$ cat config.mk
export PLATFORM = sky130hd
export DESIGN_NAME = serial_deserializer_flat
export DESIGN_NICKNAME = d
export VERILOG_FILES = /design/src/rtl/serial_deserializer_pkg.sv /design/src/rtl/serial_deserializer_if.sv /design/src/rtl/serial_deserializer_out_reg.sv /design/src/rtl/serial_deserializer.sv /design/src/flat_wrapper.sv
export SDC_FILE = /design/constraint.sdc
export NUM_CORES = 1
export LEC_CHECK = 0
export ABC_AREA = 1
export CORE_MARGIN = 2
export CORE_UTILIZATION = 50
export DETAILED_ROUTE_END_ITERATION = 10
export PLACE_DENSITY = 0.85
export SLEW_MARGIN = 20
export SYNTH_ARGS = -nofsm -noshare
export SYNTH_HDL_FRONTEND = slang
export SYNTH_SLANG_ARGS = --single-unit
$ cat constraint.sdc
create_clock -name i_clk -period 1.4 [get_ports i_clk]
set_clock_uncertainty 0.05 [all_clocks]
set_input_delay 0.14 -clock i_clk [delete_from_list [all_inputs] [get_ports i_clk]]
set_output_delay 0.14 -clock i_clk [all_outputs]
set_load 0.03 [all_outputs]
$ cat src/rtl/serial_deserializer_pkg.sv
// rtl/serial_deserializer_pkg.sv - shared frame sizing helpers and state type for the serial link
package serial_deserializer_pkg;

    // Bits on the wire per frame: data bits plus an optional even-parity bit.
    function automatic int frame_len(input int width, input int parity);
        return width + ((parity != 0) ? 1 : 0);
    endfunction

    // Counter width able to hold 0..frame_len inclusive.
    function automatic int cnt_width(input int width, input int parity);
        return $clog2(frame_len(width, parity) + 1);
    endfunction

    typedef enum logic {
        ST_SHIFTING = 1'b0,
        ST_FULL     = 1'b1
    } deser_state_e;

endpackage

$ cat src/rtl/serial_deserializer_if.sv
// rtl/serial_deserializer_if.sv - serial input, parallel output and status signals of the deserializer
//
// Signals:
//   sdata/svalid/sready : one serial bit per accepted strobe
//   sync                : frame realign request
//   q/qvalid/qready     : received word with valid/ready handshake
//   perr                : parity error of the word on q
//   ovf                 : sticky overflow flag
// Modports: slave = deserializer side, master = source/consumer side.
interface serial_deserializer_if #(
    parameter int WIDTH = 8
) ();
    logic             sdata;
    logic             svalid;
    logic             sready;
    logic             sync;
    logic [WIDTH-1:0] q;
    logic             qvalid;
    logic             qready;
    logic             perr;
    logic             ovf;

    modport slave (
        input  sdata, svalid, sync, qready,
        output sready, q, qvalid, perr, ovf
    );

    modport master (
        output sdata, svalid, sync, qready,
        input  sready, q, qvalid, perr, ovf
    );
endinterface

$ cat src/rtl/serial_deserializer_out_reg.sv
// rtl/serial_deserializer_out_reg.sv - single-entry valid/ready holding register (deser_out_reg)
//
// Ports:
//   i_clk, i_reset : clock, synchronous active-high reset
//   i_load, i_data : write request and payload (taken only when o_free)
//   i_ready        : downstream consumes the held entry
//   o_free         : entry empty or being consumed this cycle
//   o_valid,o_data : held entry
module deser_out_reg #(
    parameter int DW = 9
) (
    input  logic          i_clk,
    input  logic          i_reset,
    input  logic          i_load,
    input  logic [DW-1:0] i_data,
    input  logic          i_ready,
    output logic          o_free,
    output logic          o_valid,
    output logic [DW-1:0] o_data
);
    logic          r_valid;
    logic [DW-1:0] r_data;
    logic          w_take;

    // A read and a refill may happen in the same cycle.
    assign o_free  = !r_valid || i_ready;
    assign w_take  = i_load && o_free;
    assign o_valid = r_valid;
    assign o_data  = r_data;

    always_ff @(posedge i_clk) begin
        if (i_reset) begin
            r_valid <= 1'b0;
            r_data  <= '0;
        end else if (w_take) begin
            r_valid <= 1'b1;
            r_data  <= i_data;
        end else if (i_ready) begin
            // Data holds its last value after being read.
            r_valid <= 1'b0;
        end
    end
endmodule

$ cat src/rtl/serial_deserializer.sv
// rtl/serial_deserializer.sv - MSB-first bit-serial to parallel word receiver with optional even parity
//
// Ports:
//   i_clk   : clock, all logic on rising edge
//   i_reset : synchronous active-high reset
//   s_if    : serial_deserializer_if.slave (sdata/svalid/sready/sync in, q/qvalid/qready/perr/ovf out)
// Parameters:
//   WIDTH  : data bits per frame (>= 2)
//   PARITY : 1 adds one even-parity bit after the data bits
module serial_deserializer
    import serial_deserializer_pkg::*;
#(
    parameter int WIDTH  = 8,
    parameter int PARITY = 0
) (
    input  logic                  i_clk,
    input  logic                  i_reset,
    serial_deserializer_if.slave  s_if
);
    localparam int FRAME = frame_len(WIDTH, PARITY);
    localparam int CNT_W = cnt_width(WIDTH, PARITY);
    localparam logic [CNT_W-1:0] C_FRAME = CNT_W'(FRAME);
    localparam logic [CNT_W-1:0] C_WIDTH = CNT_W'(WIDTH);
    localparam logic [CNT_W-1:0] C_ONE   = CNT_W'(1);

    deser_state_e     r_state, w_state_nxt;
    logic [CNT_W-1:0] r_cnt, w_cnt_nxt, w_cnt_base;
    logic [WIDTH-1:0] r_sh, w_sh_nxt;
    logic             r_par, w_par_nxt, w_par_base;
    logic             r_ovf;

    logic             w_sready;
    logic             w_accept;
    logic             w_out_free;
    logic             w_xfer;
    logic             w_perr_pending;
    logic [WIDTH:0]   w_out_data;
    logic             w_out_valid;

    // Ready is low exactly while a complete frame waits for the output stage.
    assign w_sready = (r_cnt < C_FRAME);
    assign w_accept = s_if.svalid && w_sready;
    assign w_xfer   = (r_state == ST_FULL) && w_out_free;

    // Without parity the running XOR is meaningless, so no error is reported.
    assign w_perr_pending = (PARITY != 0) ? r_par : 1'b0;

    always_ff @(posedge i_clk) begin
        if (i_reset) begin
            r_state <= ST_SHIFTING;
            r_cnt   <= '0;
            r_sh    <= '0;
            r_par   <= 1'b0;
        end else begin
            r_state <= w_state_nxt;
            r_cnt   <= w_cnt_nxt;
            r_sh    <= w_sh_nxt;
            r_par   <= w_par_nxt;
        end
    end

    always_comb begin
        w_state_nxt = r_state;
        w_cnt_nxt   = r_cnt;
        w_sh_nxt    = r_sh;
        w_par_nxt   = r_par;
        w_cnt_base  = r_cnt;
        w_par_base  = r_par;
        case (r_state)
            ST_SHIFTING: begin
                // SYNC restarts the frame; a bit accepted alongside it is bit 0.
                w_cnt_base = s_if.sync ? '0 : r_cnt;
                w_par_base = s_if.sync ? 1'b0 : r_par;
                w_cnt_nxt  = w_cnt_base;
                w_par_nxt  = w_par_base;
                if (w_accept) begin
                    // Stale bits from a discarded partial frame shift out before completion.
                    if (w_cnt_base < C_WIDTH) begin
                        w_sh_nxt = {r_sh[WIDTH-2:0], s_if.sdata};
                    end
                    w_par_nxt = w_par_base ^ s_if.sdata;
                    w_cnt_nxt = w_cnt_base + C_ONE;
                    if (w_cnt_base + C_ONE == C_FRAME) begin
                        w_state_nxt = ST_FULL;
                    end
                end
            end
            ST_FULL: begin
                // SYNC has no effect here; the completed word is kept.
                if (w_xfer) begin
                    w_cnt_nxt   = '0;
                    w_par_nxt   = 1'b0;
                    w_state_nxt = ST_SHIFTING;
                end
            end
            default: begin
                w_state_nxt = ST_SHIFTING;
                w_cnt_nxt   = '0;
                w_par_nxt   = 1'b0;
            end
        endcase
    end

    always_ff @(posedge i_clk) begin
        if (i_reset) begin
            r_ovf <= 1'b0;
        end else if (s_if.svalid && !w_sready) begin
            r_ovf <= 1'b1;
        end
    end

    deser_out_reg #(
        .DW (WIDTH + 1)
    ) u_out_reg (
        .i_clk   (i_clk),
        .i_reset (i_reset),
        .i_load  (w_xfer),
        .i_data  ({r_sh, w_perr_pending}),
        .i_ready (s_if.qready),
        .o_free  (w_out_free),
        .o_valid (w_out_valid),
        .o_data  (w_out_data)
    );

    assign s_if.sready = w_sready;
    assign s_if.q      = w_out_data[WIDTH:1];
    assign s_if.perr   = w_out_data[0];
    assign s_if.qvalid = w_out_valid;
    assign s_if.ovf    = r_ovf;
endmodule
$ cat src/flat_wrapper.sv
// flat-port wrapper written by rule: the top's interface ports become plain ports
module serial_deserializer_flat import serial_deserializer_pkg::*;
#(
    parameter int WIDTH  = 8,
    parameter int PARITY = 0
)
  (i_clk, i_reset, s_if_sdata, s_if_svalid, s_if_sync, s_if_qready, s_if_sready, s_if_q, s_if_qvalid, s_if_perr, s_if_ovf);
  serial_deserializer_if #(.WIDTH(WIDTH)) s_if_i ();
  input  logic i_clk;
  input  logic i_reset;
  input wire logic [$bits(s_if_i.sdata)-1:0] s_if_sdata;
  input wire logic [$bits(s_if_i.svalid)-1:0] s_if_svalid;
  input wire logic [$bits(s_if_i.sync)-1:0] s_if_sync;
  input wire logic [$bits(s_if_i.qready)-1:0] s_if_qready;
  output wire logic [$bits(s_if_i.sready)-1:0] s_if_sready;
  output wire logic [$bits(s_if_i.q)-1:0] s_if_q;
  output wire logic [$bits(s_if_i.qvalid)-1:0] s_if_qvalid;
  output wire logic [$bits(s_if_i.perr)-1:0] s_if_perr;
  output wire logic [$bits(s_if_i.ovf)-1:0] s_if_ovf;
  assign s_if_i.sdata = s_if_sdata;
  assign s_if_i.svalid = s_if_svalid;
  assign s_if_i.sync = s_if_sync;
  assign s_if_i.qready = s_if_qready;
  assign s_if_sready = s_if_i.sready;
  assign s_if_q = s_if_i.q;
  assign s_if_qvalid = s_if_i.qvalid;
  assign s_if_perr = s_if_i.perr;
  assign s_if_ovf = s_if_i.ovf;
  serial_deserializer #(.WIDTH(WIDTH), .PARITY(PARITY)) u_core (.i_clk(i_clk), .i_reset(i_reset), .s_if(s_if_i));
endmodule
==> run metrics <==
arrival time at the worst endpoint=about 1.2 ns; Net Sw Power=about 0.00027 W; Critical R2R Launch=u_core.r_cnt[0]$_SDFFE_PP0P_; # diodes=0; Flop pwr share=0.622; status=finished clean; drt total wl=slightly below 2 mm; Fin. Hold Viols=0; post-route ant nets=0; Gate power share=0.097; io pins=18; Clk pwr share=0.282; Die W=approximately 49 um; Internal Power=approximately 0.00083 W; # DRC=0; Chip Height=48.66 um; Hold WS=0.4163 ns; area grow syn2layout=23.34%; layout cells sized above 1=0.1849; Post-Synthesis Cells=~130; Buf/Inv on CP=1; Synth area leaders=dfxtp_1, nand2_1, a211oi_2, a21oi_1, nor2_1; async set-reset flop share out of synthesis=0; Synth top area share=0.4617; Core Region=about 1900 um2; Skew-Pair Late Insertion Delay=0.32 ns; kind of start point of the critical path=flop; Layout Cells excl Fill=around 170; GRT overflow=0; CP Cell Sequence=dlygate4sd2_1; cts hold-fix bufs=0; Worst Hold Endpoint=u_core.r_sh[5]$_SDFFE_PP0P_; total power=~0.0011 W; Register-to-Register Path Depth=9; Largest delay share family, worst path=buffers and inverters; die area=between 2000 and 2500 um2; first-pass GRT wire length=3.146 mm; synthesized area=997.2 um2; maximum VDD drop=about 0.00058 V; TritonRoute pass-1 iters=4; Fmax achieved=between 0.7 and 0.8 GHz; fin crit share=0.9542; CTS Sinks=23; gr usage total=0.1708; critical path class=flop to output port; Yosys Warn Count=0; Clock Tree Buf Depth=2; DRT iter0 DRCs=21; sw frac=0.2462; commonest cells in the netlist=nand2_1, dfxtp_1, a21oi_1; Final Wtd Congestion=just under 0.8; max_cap viols=0; initial antenna violation count=0; Site Rows=16; P per Cell Area=roughly 890 nW/um2; Register-to-Register Setup Slack=approximately 0.11 ns; vias=873; clock transition at the registers of the reported paths=around 0.12 ns; I/O Buffers=16; nets=~150; WL/cell=11.49 um; Design Area, Final=1230 um2; delay of the slowest critical-path stage=0.42 ns; Crit-path slowest cell=dlygate4sd2_1; H-Tree Depth=1; hold_sp=u_core.r_sh[4]$_SDFFE_PP0P_; Starting Density=0.5189; Post-synth top flop=dfxtp_1; syn_area_per_cell=roughly 8.0 um2; CTS Root Cell=clkbuf_4; minimum clock period=1.336 ns; CP required=between 1 and 1.5 ns; WHS Path Cells=2; Leak Pwr=roughly 0.52 nW; total CTS buffers=3; worst r2r dst=u_core.r_cnt[2]$_SDFFE_PP0P_; crit end category=output port; post-synthesis net count=132; Netlist cell types=21; post-synth top area cell=dfxtp_1; vias in the first global route=around 760; CTS tree=done; FF+latch count, synth=23; largest net degree at the start of global routing=17; Vias/cell=about 5.0; DP Cell Count=169; EDFF count, synth=0; post-detail-place hpwl=around 1.4 mm; Hold WC Path Type=flop to flop; Worst Path Max Fanout=3; final slew viol count=0; placed cell area=roughly 1200 um2; most frequent cell after synthesis=nand2_1; Setup violations, final=0; sequential share of the synthesized area=0.4617; filler cell count in the final layout=between 150 and 200
## stage by stage
step,util,worst slack (ns),TNS [ns]
after global routing,0.6400,-0.01829,-0.01829
after global placement,0.6296,-0.06561,-0.1760
final,0.6400,0.06417,0
after detailed placement,0.6296,-0.1327,-0.3330
after CTS,0.6361,0.02052,0
after floorplan,-,0.1928,0
## cell families after synthesis
| kind of cell | synth area share |
|---|---|
| DFF | 0.4617 |
| other | 0.003761 |
| AOI/OAI and AO/OA | 0.2045 |
| and+or+nand+nor | 0.2221 |
| adders and majority gates | 0.01255 |
| buffers and inverters | 0.09535 |
## state kept, by name, summed over array words and instances (netlist names)
name and flops:
u_core.s_if.ovf 1, u_core.r_state 1, u_core.r_cnt 4, u_core.r_sh 8, u_core.u_out_reg.o_data 8, u_core.u_out_reg.o_valid 1
## what timing repair did
| item | 4_1_cts | 5_1_grt |
|---|---|---|
| gates resized for setup | 11 | 7 |
| setup buffers | 0 | 0 |
| endpoints found under the setup margin | 11 | 3 |
## per-layer routing
layer,vias up,part of all wire,global-route usage
met5,-,0,0
met4,0,0.032,0.1095
met3,7,0.033,0.02160
met2,23,0.51,0.2968
met1,402,0.43,0.1969
li1,441,-,-
## layout make-up
| cell class | count | area (um2) | area share |
|---|---|---|---|
| Timing Repair Buffer | 22 | 200.2 | 0.1628 |
| Tap cell | 27 | 33.78 | 0.02747 |
| Sequential cell | 23 | 462.9 | 0.3764 |
| Multi-Input combinational cell | 82 | 450.4 | 0.3662 |
| Inverter | 15 | 56.30 | 0.04578 |
| Clock buffer | 4 | 26.28 | 0.02136 |
## power groups by stage
| stage | logic (W) | registers, W | clock network, W |
|---|---|---|---|
| 6_report | 0.000106 | 0.000681 | 0.000308 |
| 3_5_place_dp | 0.000100 | 0.000694 | 0 |
| 5_1_grt | 0.000116 | 0.000683 | 0.000338 |
| 3_3_place_gp | 0.0000957 | 0.000694 | 0 |
| 4_1_cts | 0.000102 | 0.000680 | 0.000310 |
| 2_1_floorplan | 0.0000670 | 0.000692 | 0 |
## placed cells by master, fill, tap and decap left out
cell and instances:
nand2_1 33, dfxtp_1 21, a21oi_1 14, inv_1 12, nor2_1 12, dlygate4sd2_1 10
a211oi_2 6, nand3_1 5, clkdlybuf4s50_1 5, buf_4 5, inv_2 3, clkbuf_4 3
a211oi_1 2, dfxtp_2 2, nor2_2 1, a21oi_4 1, nand3_4 1, a21oi_2 1
o211ai_1 1, o21ai_0 1, nand4_1 1, o21ba_2 1, ha_2 1, conb_1 1
clkbuf_1 1, clkbuf_2 1, buf_12 1
## worst max-delay path by stage
stage | start | end | cells after the start
3_5_place_dp | s_if_sync | u_core.r_cnt[2]$_SDFFE_PP0P_ | 11
5_1_grt | u_core.r_cnt[0]$_SDFFE_PP0P_ | u_core.r_cnt[2]$_SDFFE_PP0P_ | 9
3_3_place_gp | s_if_sync | u_core.r_cnt[1]$_SDFFE_PP0P_ | 7
2_1_floorplan | u_core.u_out_reg.o_valid$_SDFFE_PP0P_ | u_core.r_cnt[3]$_SDFFE_PP0P_ | 5
6_report | u_core.u_out_reg.o_valid$_SDFFE_PP0P_ | s_if_qvalid | 1
4_1_cts | u_core.r_cnt[3]$_SDFFE_PP0P_ | s_if_sready | 2
No activity file was read; power rests on OpenSTA's default activity.
==> patch 1, RTL diff (same settings) <==
`WIDTH` is set to 8 in 3 places; all go to 7.
--- a/src/rtl/serial_deserializer_if.sv
+++ b/src/rtl/serial_deserializer_if.sv
@@ -9,5 +9,5 @@
 // Modports: slave = deserializer side, master = source/consumer side.
 interface serial_deserializer_if #(
-    parameter int WIDTH = 8
+    parameter int WIDTH = 7
 ) ();
     logic             sdata;
--- a/src/rtl/serial_deserializer.sv
+++ b/src/rtl/serial_deserializer.sv
@@ -11,5 +11,5 @@
     import serial_deserializer_pkg::*;
 #(
-    parameter int WIDTH  = 8,
+    parameter int WIDTH  = 7,
     parameter int PARITY = 0
 ) (
--- a/src/flat_wrapper.sv
+++ b/src/flat_wrapper.sv
@@ -2,5 +2,5 @@
 module serial_deserializer_flat import serial_deserializer_pkg::*;
 #(
-    parameter int WIDTH  = 8,
+    parameter int WIDTH  = 7,
     parameter int PARITY = 0
 )
Ports: changed (resized s_if_q); port bits go from 18 to 17. The function was not compared with the original's and may differ.
==> patch 1 against the original RTL <==
- power is 5.6% higher
- first-iteration DRC count is 67% lower
- setup slack better by 51 ps
- critical path depth is 8 higher
- utilization is 0.67 points higher
- final area is 11% lower
- worst hold slack worse by 45 ps
- die area is 11% lower
- synthesized area is 12% lower
- sequential cell count is 3 lower
- routed wire length is 17% lower
- clock power is 53% higher
- non-clock buffer count is 2 lower
- highest routed layer unchanged
==> patch 1: results (changes against the original RTL) <==
----------------------------------------------------
[Placed design]
  Pre-CTS setup slack ... -191.1 ps (-58.38 ps)
  Placer's final routability congestion estimate ... 0.7838 (-0.90%)
  Post-Place Cell Area ... 1055 sq um (-13%)
  DPL Wire Length ... 1302 um (-8.5%)

[GRT]
  Overall routing resource usage ... 18.04% (+0.96 points)
  Pin count of the biggest net entering global routing ... 15 (-2)
  Initial antenna violation count ... 0 (unchanged)
  Global-route wire length before repair ... 2677 um (-15%)
  Vias in the first global route ... 668 (-12%)

[Cells and area]
  Post-layout instance count excluding filler cells ... 149 (-14%)
  Proportion of layout cells with a drive suffix above 1 ... 15.91% (-2.6 points)

[Power and ir drop]
  Reported leakage power ... 0.4791 nW (-7.9%)
  Internal power summed over all cells ... 0.0009107 W (+10%)
  Peak supply drop ... 0.6125 mV (+5.8%)

[Setup path]
  Crit path max-delay family ... flip-flops
  Slowest stage cell on the critical path ... sky130_fd_sc_hd__dfxtp_1
  Signal arrival time at the worst endpoint ... 1480 ps (+330 ps)
  Highest net fanout along the worst path ... 4 (+1)

[Yosys]
  Syn Area/Cell ... 7.913 sq um (-0.81%)
  Compound-Gate Fraction of Synth Area ... 12.82% (-7.6 points)
  Synthesized-area fraction occupied by xor and xnor cells ... 0% (unchanged)
  Adder and majority gate portion of the synthesized area ... 2.849% (+1.6 points)
  Commonest cells post-synth ... sky130_fd_sc_hd__dfxtp_1, sky130_fd_sc_hd__nand2_1, sky130_fd_sc_hd__nor2_1
  Proportion of synthesized chip area in sequential cells ... 45.58% (-0.59 points)

[Detailed routing]
  DR pass1 iterations ... 2 (-2)
  Via density per instance ... 5.047 (about the same)
  Routed wirelength normalized by instance count ... 11.09 um (-3.5%)

[Timing]
  Worst-case hold slack ... 371.6 ps (-44.72 ps)

[Min path]
  Type of the worst min-delay path ... input pin to flip-flop

[Outcome]
  Result of the run ... completed

[Clock network]
  Clk_lat worst skew ... 300 ps (-20 ps)

----------------------------------------------------
patch 1: metal layers:
layer	wire, um	GRT usage, %	up-vias
met5	0	0	-
met4	40	12.57	0
met3	43	2.778	4
met2	847	33.06	13
met1	721	18.12	330
li1	-	-	405
patch 1: repair_timing:
item / in CTS / in global routing
setup endpoints to repair: 10 / 3
gates cloned: 0 / 0
gates resized for setup: 10 / 3
patch 1: power by group through the flow:
stage	Clock (W)	Combinational (W)	Sequential [W]
final	0.000470	0.0000984	0.000588
after CTS	0.000476	0.0000992	0.000588
after detailed placement	0	0.000100	0.000600
after floorplan	0	0.0000616	0.000602
after global routing	0.000500	0.000110	0.000589
after global placement	0	0.0000955	0.000600
patch 1: logic make-up (layout without fill, tap and decap cells):
group	count (synthesis)	count (layout)
other cells	1	1
flops	20	20
fa+ha+maj	2	2
compound gates	21	21
simple gates	54	54
buf+inv	13	34
patch 1: final timing paths:
check                  startpoint               to  slack, ps  cells after the start
setup / recovery  u_core.r_cnt[0]  u_core.r_cnt[2]        120                      9
setup reg to reg  u_core.r_cnt[0]  u_core.r_cnt[2]        120                      9
hold / removal         s_if_sdata   u_core.r_sh[0]        370                      3
hold reg to reg   u_core.s_if.ovf  u_core.s_if.ovf        400                      2
patch 1: per-stage QoR:
stage,total power (W),util [%]
6_report,0.001156,64.67
3_5_place_dp,0.0007005,62.44
3_3_place_gp,0.0006958,62.44
5_1_grt,0.001199,64.67
4_1_cts,0.001163,64.81
2_1_floorplan,0.0006632,-
patch 1: layout make-up:
type,instances,area [sq um]
fillers,167,596.8
multi-input cells,78,402.9
flip-flops and latches,20,401.6
repair buffers,20,171.4
inverters,10,42.54
clock inverters,1,30.03
clock buffers,3,22.52
well taps,17,21.27
==> patch 2, RTL diff (config.mk and constraints unchanged) <==
Made on the original files. `r_sh` no longer has a reset.
--- a/src/rtl/serial_deserializer.sv
+++ b/src/rtl/serial_deserializer.sv
@@ -50,12 +50,14 @@
             r_state <= ST_SHIFTING;
             r_cnt   <= '0;
-            r_sh    <= '0;
             r_par   <= 1'b0;
         end else begin
             r_state <= w_state_nxt;
             r_cnt   <= w_cnt_nxt;
-            r_sh    <= w_sh_nxt;
             r_par   <= w_par_nxt;
         end
+    end
+
+    always_ff @(posedge i_clk) begin
+        r_sh <= w_sh_nxt;
     end
 
Check against the original RTL: same outputs for any inputs over 10 cycles, from zero or initial values and one cycle with i_reset high; that may be too few to reach the edited logic, so the function may still have changed.
==> patch 2 against the original RTL <==
- routed wire length down 12%
- combinational power down 16%
- die area down 6.9%
- sequential cell count unchanged
- synthesized area down 7.5%
- utilization up 6.4 points
- setup slack better by 14 ps
- final area down 1.2%
- register-to-register slack better by 50 ps
- via count down 9.7%
- power up 1.5%
- critical path depth up 1
- cell count down 6.9%
- largest cell class unchanged
- highest routed layer unchanged
==> patch 2: results (changes against the original RTL) <==
----------------------------------------------------
[GRT]
  Overall routing resource usage ... 16.77% (-0.31 points)
  Vias in the first global route ... 639 (-16%)
  Pin count of the biggest net entering global routing ... 14 (-3)
  Initial antenna violation count ... 0 (unchanged)
  Global-route wire length before repair ... 2628 um (-16%)

[Clock network]
  Clock slew at reported path FFs ... 120 ps (about the same)
  TritonCTS buffer count ... 3 (unchanged)
  Bufs on Longest Clock Path ... 2 (unchanged)
  CTS H-Tree Depth ... 1 (unchanged)
  Root Buffer Master ... sky130_fd_sc_hd__clkbuf_4
  Clk_lat worst skew ... 300 ps (-20 ps)

[Yosys]
  Proportion of synthesized chip area in sequential cells ... 58.62% (+12 points)
  Area contributors post-synth ... sky130_fd_sc_hd__dfxtp_1, sky130_fd_sc_hd__edfxtp_1, sky130_fd_sc_hd__nor2_1, sky130_fd_sc_hd__nand2_1, sky130_fd_sc_hd__o21ai_0
  Commonest cells post-synth ... sky130_fd_sc_hd__nor2_1, sky130_fd_sc_hd__nand2_1, sky130_fd_sc_hd__dfxtp_1
  Fraction of registers with async set/reset ... 0% (unchanged)
  EDFF count, synth ... 8 (+8)
  Net Count, Synth ... 117 (-11%)
  Number of different library cells in the post-synthesis netlist ... 15 (-29%)

[Power and ir drop]
  P_sw ... 0.0002512 W (-6.8%)
  Peak supply drop ... 0.8291 mV (+43%)
  Reported leakage power ... 0.5620 nW (+8.1%)

[Setup path]
  End of the worst register-to-register path ... u_core.r_state
  Highest net fanout along the worst path ... 5 (+2)
  Signal arrival time at the worst endpoint ... 1130 ps (-20 ps)
  Worst R2R Setup Slack ... 160 ps (+50 ps)
  Reg2Reg Launch Point ... u_core.r_cnt[1]

[Detailed routing]
  DR pass1 iterations ... 4 (unchanged)
  Initial DRC count ... 22 (+4.8%)
  Routed wirelength normalized by instance count ... 10.89 um (-5.2%)
  Via count ... 788 (-9.7%)

[Min path]
  Type of the worst min-delay path ... input pin to flip-flop
  WHS Path Cells ... 1 (-1)
  Worst-case hold path end point ... u_core.r_sh[0]
  Hold path startpoint ... s_if_sdata

[Placed design]
  Placer's final routability congestion estimate ... 0.8965 (+13%)
  DPL Wire Length ... 1281 um (-10%)

[Cells and area]
  Post-layout nets ... 145 (-5.8%)
  Proportion of layout cells with a drive suffix above 1 ... 16.18% (-2.3 points)
  Count of fill cells added during filler insertion ... 145 (-8.8%)

[Outcome]
  Result of the run ... completed

[Timing]
  Worst-case hold slack ... 334.0 ps (-82.35 ps)

----------------------------------------------------
[patch 2: how the worst max path moves through the flow]
stage | depth (start not counted) | start | endpoint | slack (ps)
final | 2 | u_core.r_cnt[3] | s_if_sready | 80
after global routing | 9 | u_core.r_cnt[1] | u_core.r_state | 7
after CTS | 9 | u_core.r_cnt[0] | u_core.r_state | 40
after detailed placement | 10 | s_if_sync | u_core.r_cnt[2] | -220
after global placement | 11 | s_if_sync | u_core.r_state | -120
after floorplan | 3 | u_core.r_cnt[3] | u_core.r_sh[0] | 140
[patch 2: through the flow]
stage          TNS (ps)  setup WS (ps)  cells  cell area [sq um]
2_1_floorplan         0          143.3    109              924.6
6_report              0          78.14    161               1215
3_5_place_dp     -714.0         -218.4    156               1174
4_1_cts               0          44.21    160               1187
5_1_grt               0          6.629    161               1215
3_3_place_gp     -347.7         -121.9    156               1174
[patch 2: area by class of cell]
| class | count | area, sq um | area share, % |
|---|---|---|---|
| well taps | 25 | 31.28 | 2.575 |
| multi-input cells | 71 | 337.8 | 27.81 |
| clock inverters | 1 | 5.005 | 0.4119 |
| repair buffers | 24 | 222.7 | 18.33 |
| clock buffers | 3 | 22.52 | 1.854 |
| inverters | 14 | 52.55 | 4.325 |
| flip-flops and latches | 23 | 543.0 | 44.70 |
[patch 2: critical path, cell delays in order (launching register included)]
cell and delay [ps]:
sky130_fd_sc_hd__dfxtp_1 350, sky130_fd_sc_hd__inv_2 100, sky130_fd_sc_hd__clkdlybuf4s15_1 380
[patch 2: cells by family (layout without fill, tap and decap cells)]
kind of cell / after synthesis / count (layout) / synth area share (%)
AO/OA/AOI/OAI: 18 / 18 / 9.770
buffers and inverters: 15 / 42 / 6.513
AND/OR/NAND/NOR: 50 / 50 / 21.98
adder cells (fa/ha/maj): 2 / 2 / 2.713
flip-flops: 23 / 23 / 58.62
other: 1 / 1 / 0.4067
[patch 2: timing repair]
action | CTS | global route
gates resized for setup | 11 | 8
setup buffers | 0 | 1
gates cloned | 0 | 0
setup endpoints to repair | 11 | 3
[patch 2: power by group through the flow]
stage / clock network [W] / logic [W] / registers (W)
2_1_floorplan: 0 / 0.0000392 / 0.000732
3_3_place_gp: 0 / 0.0000780 / 0.000734
3_5_place_dp: 0 / 0.0000803 / 0.000735
4_1_cts: 0.000307 / 0.0000805 / 0.000720
5_1_grt: 0.000337 / 0.0000982 / 0.000724
6_report: 0.000302 / 0.0000889 / 0.000720
[patch 2: per-layer routing]
metal  vias to the layer above  track usage [%]  wire length, um
li1                        401                -                -
met5                         -                0                0
met2                        37            26.58              810
met3                         6            3.846              122
met1                       344            23.83              789
met4                         0            3.333               31
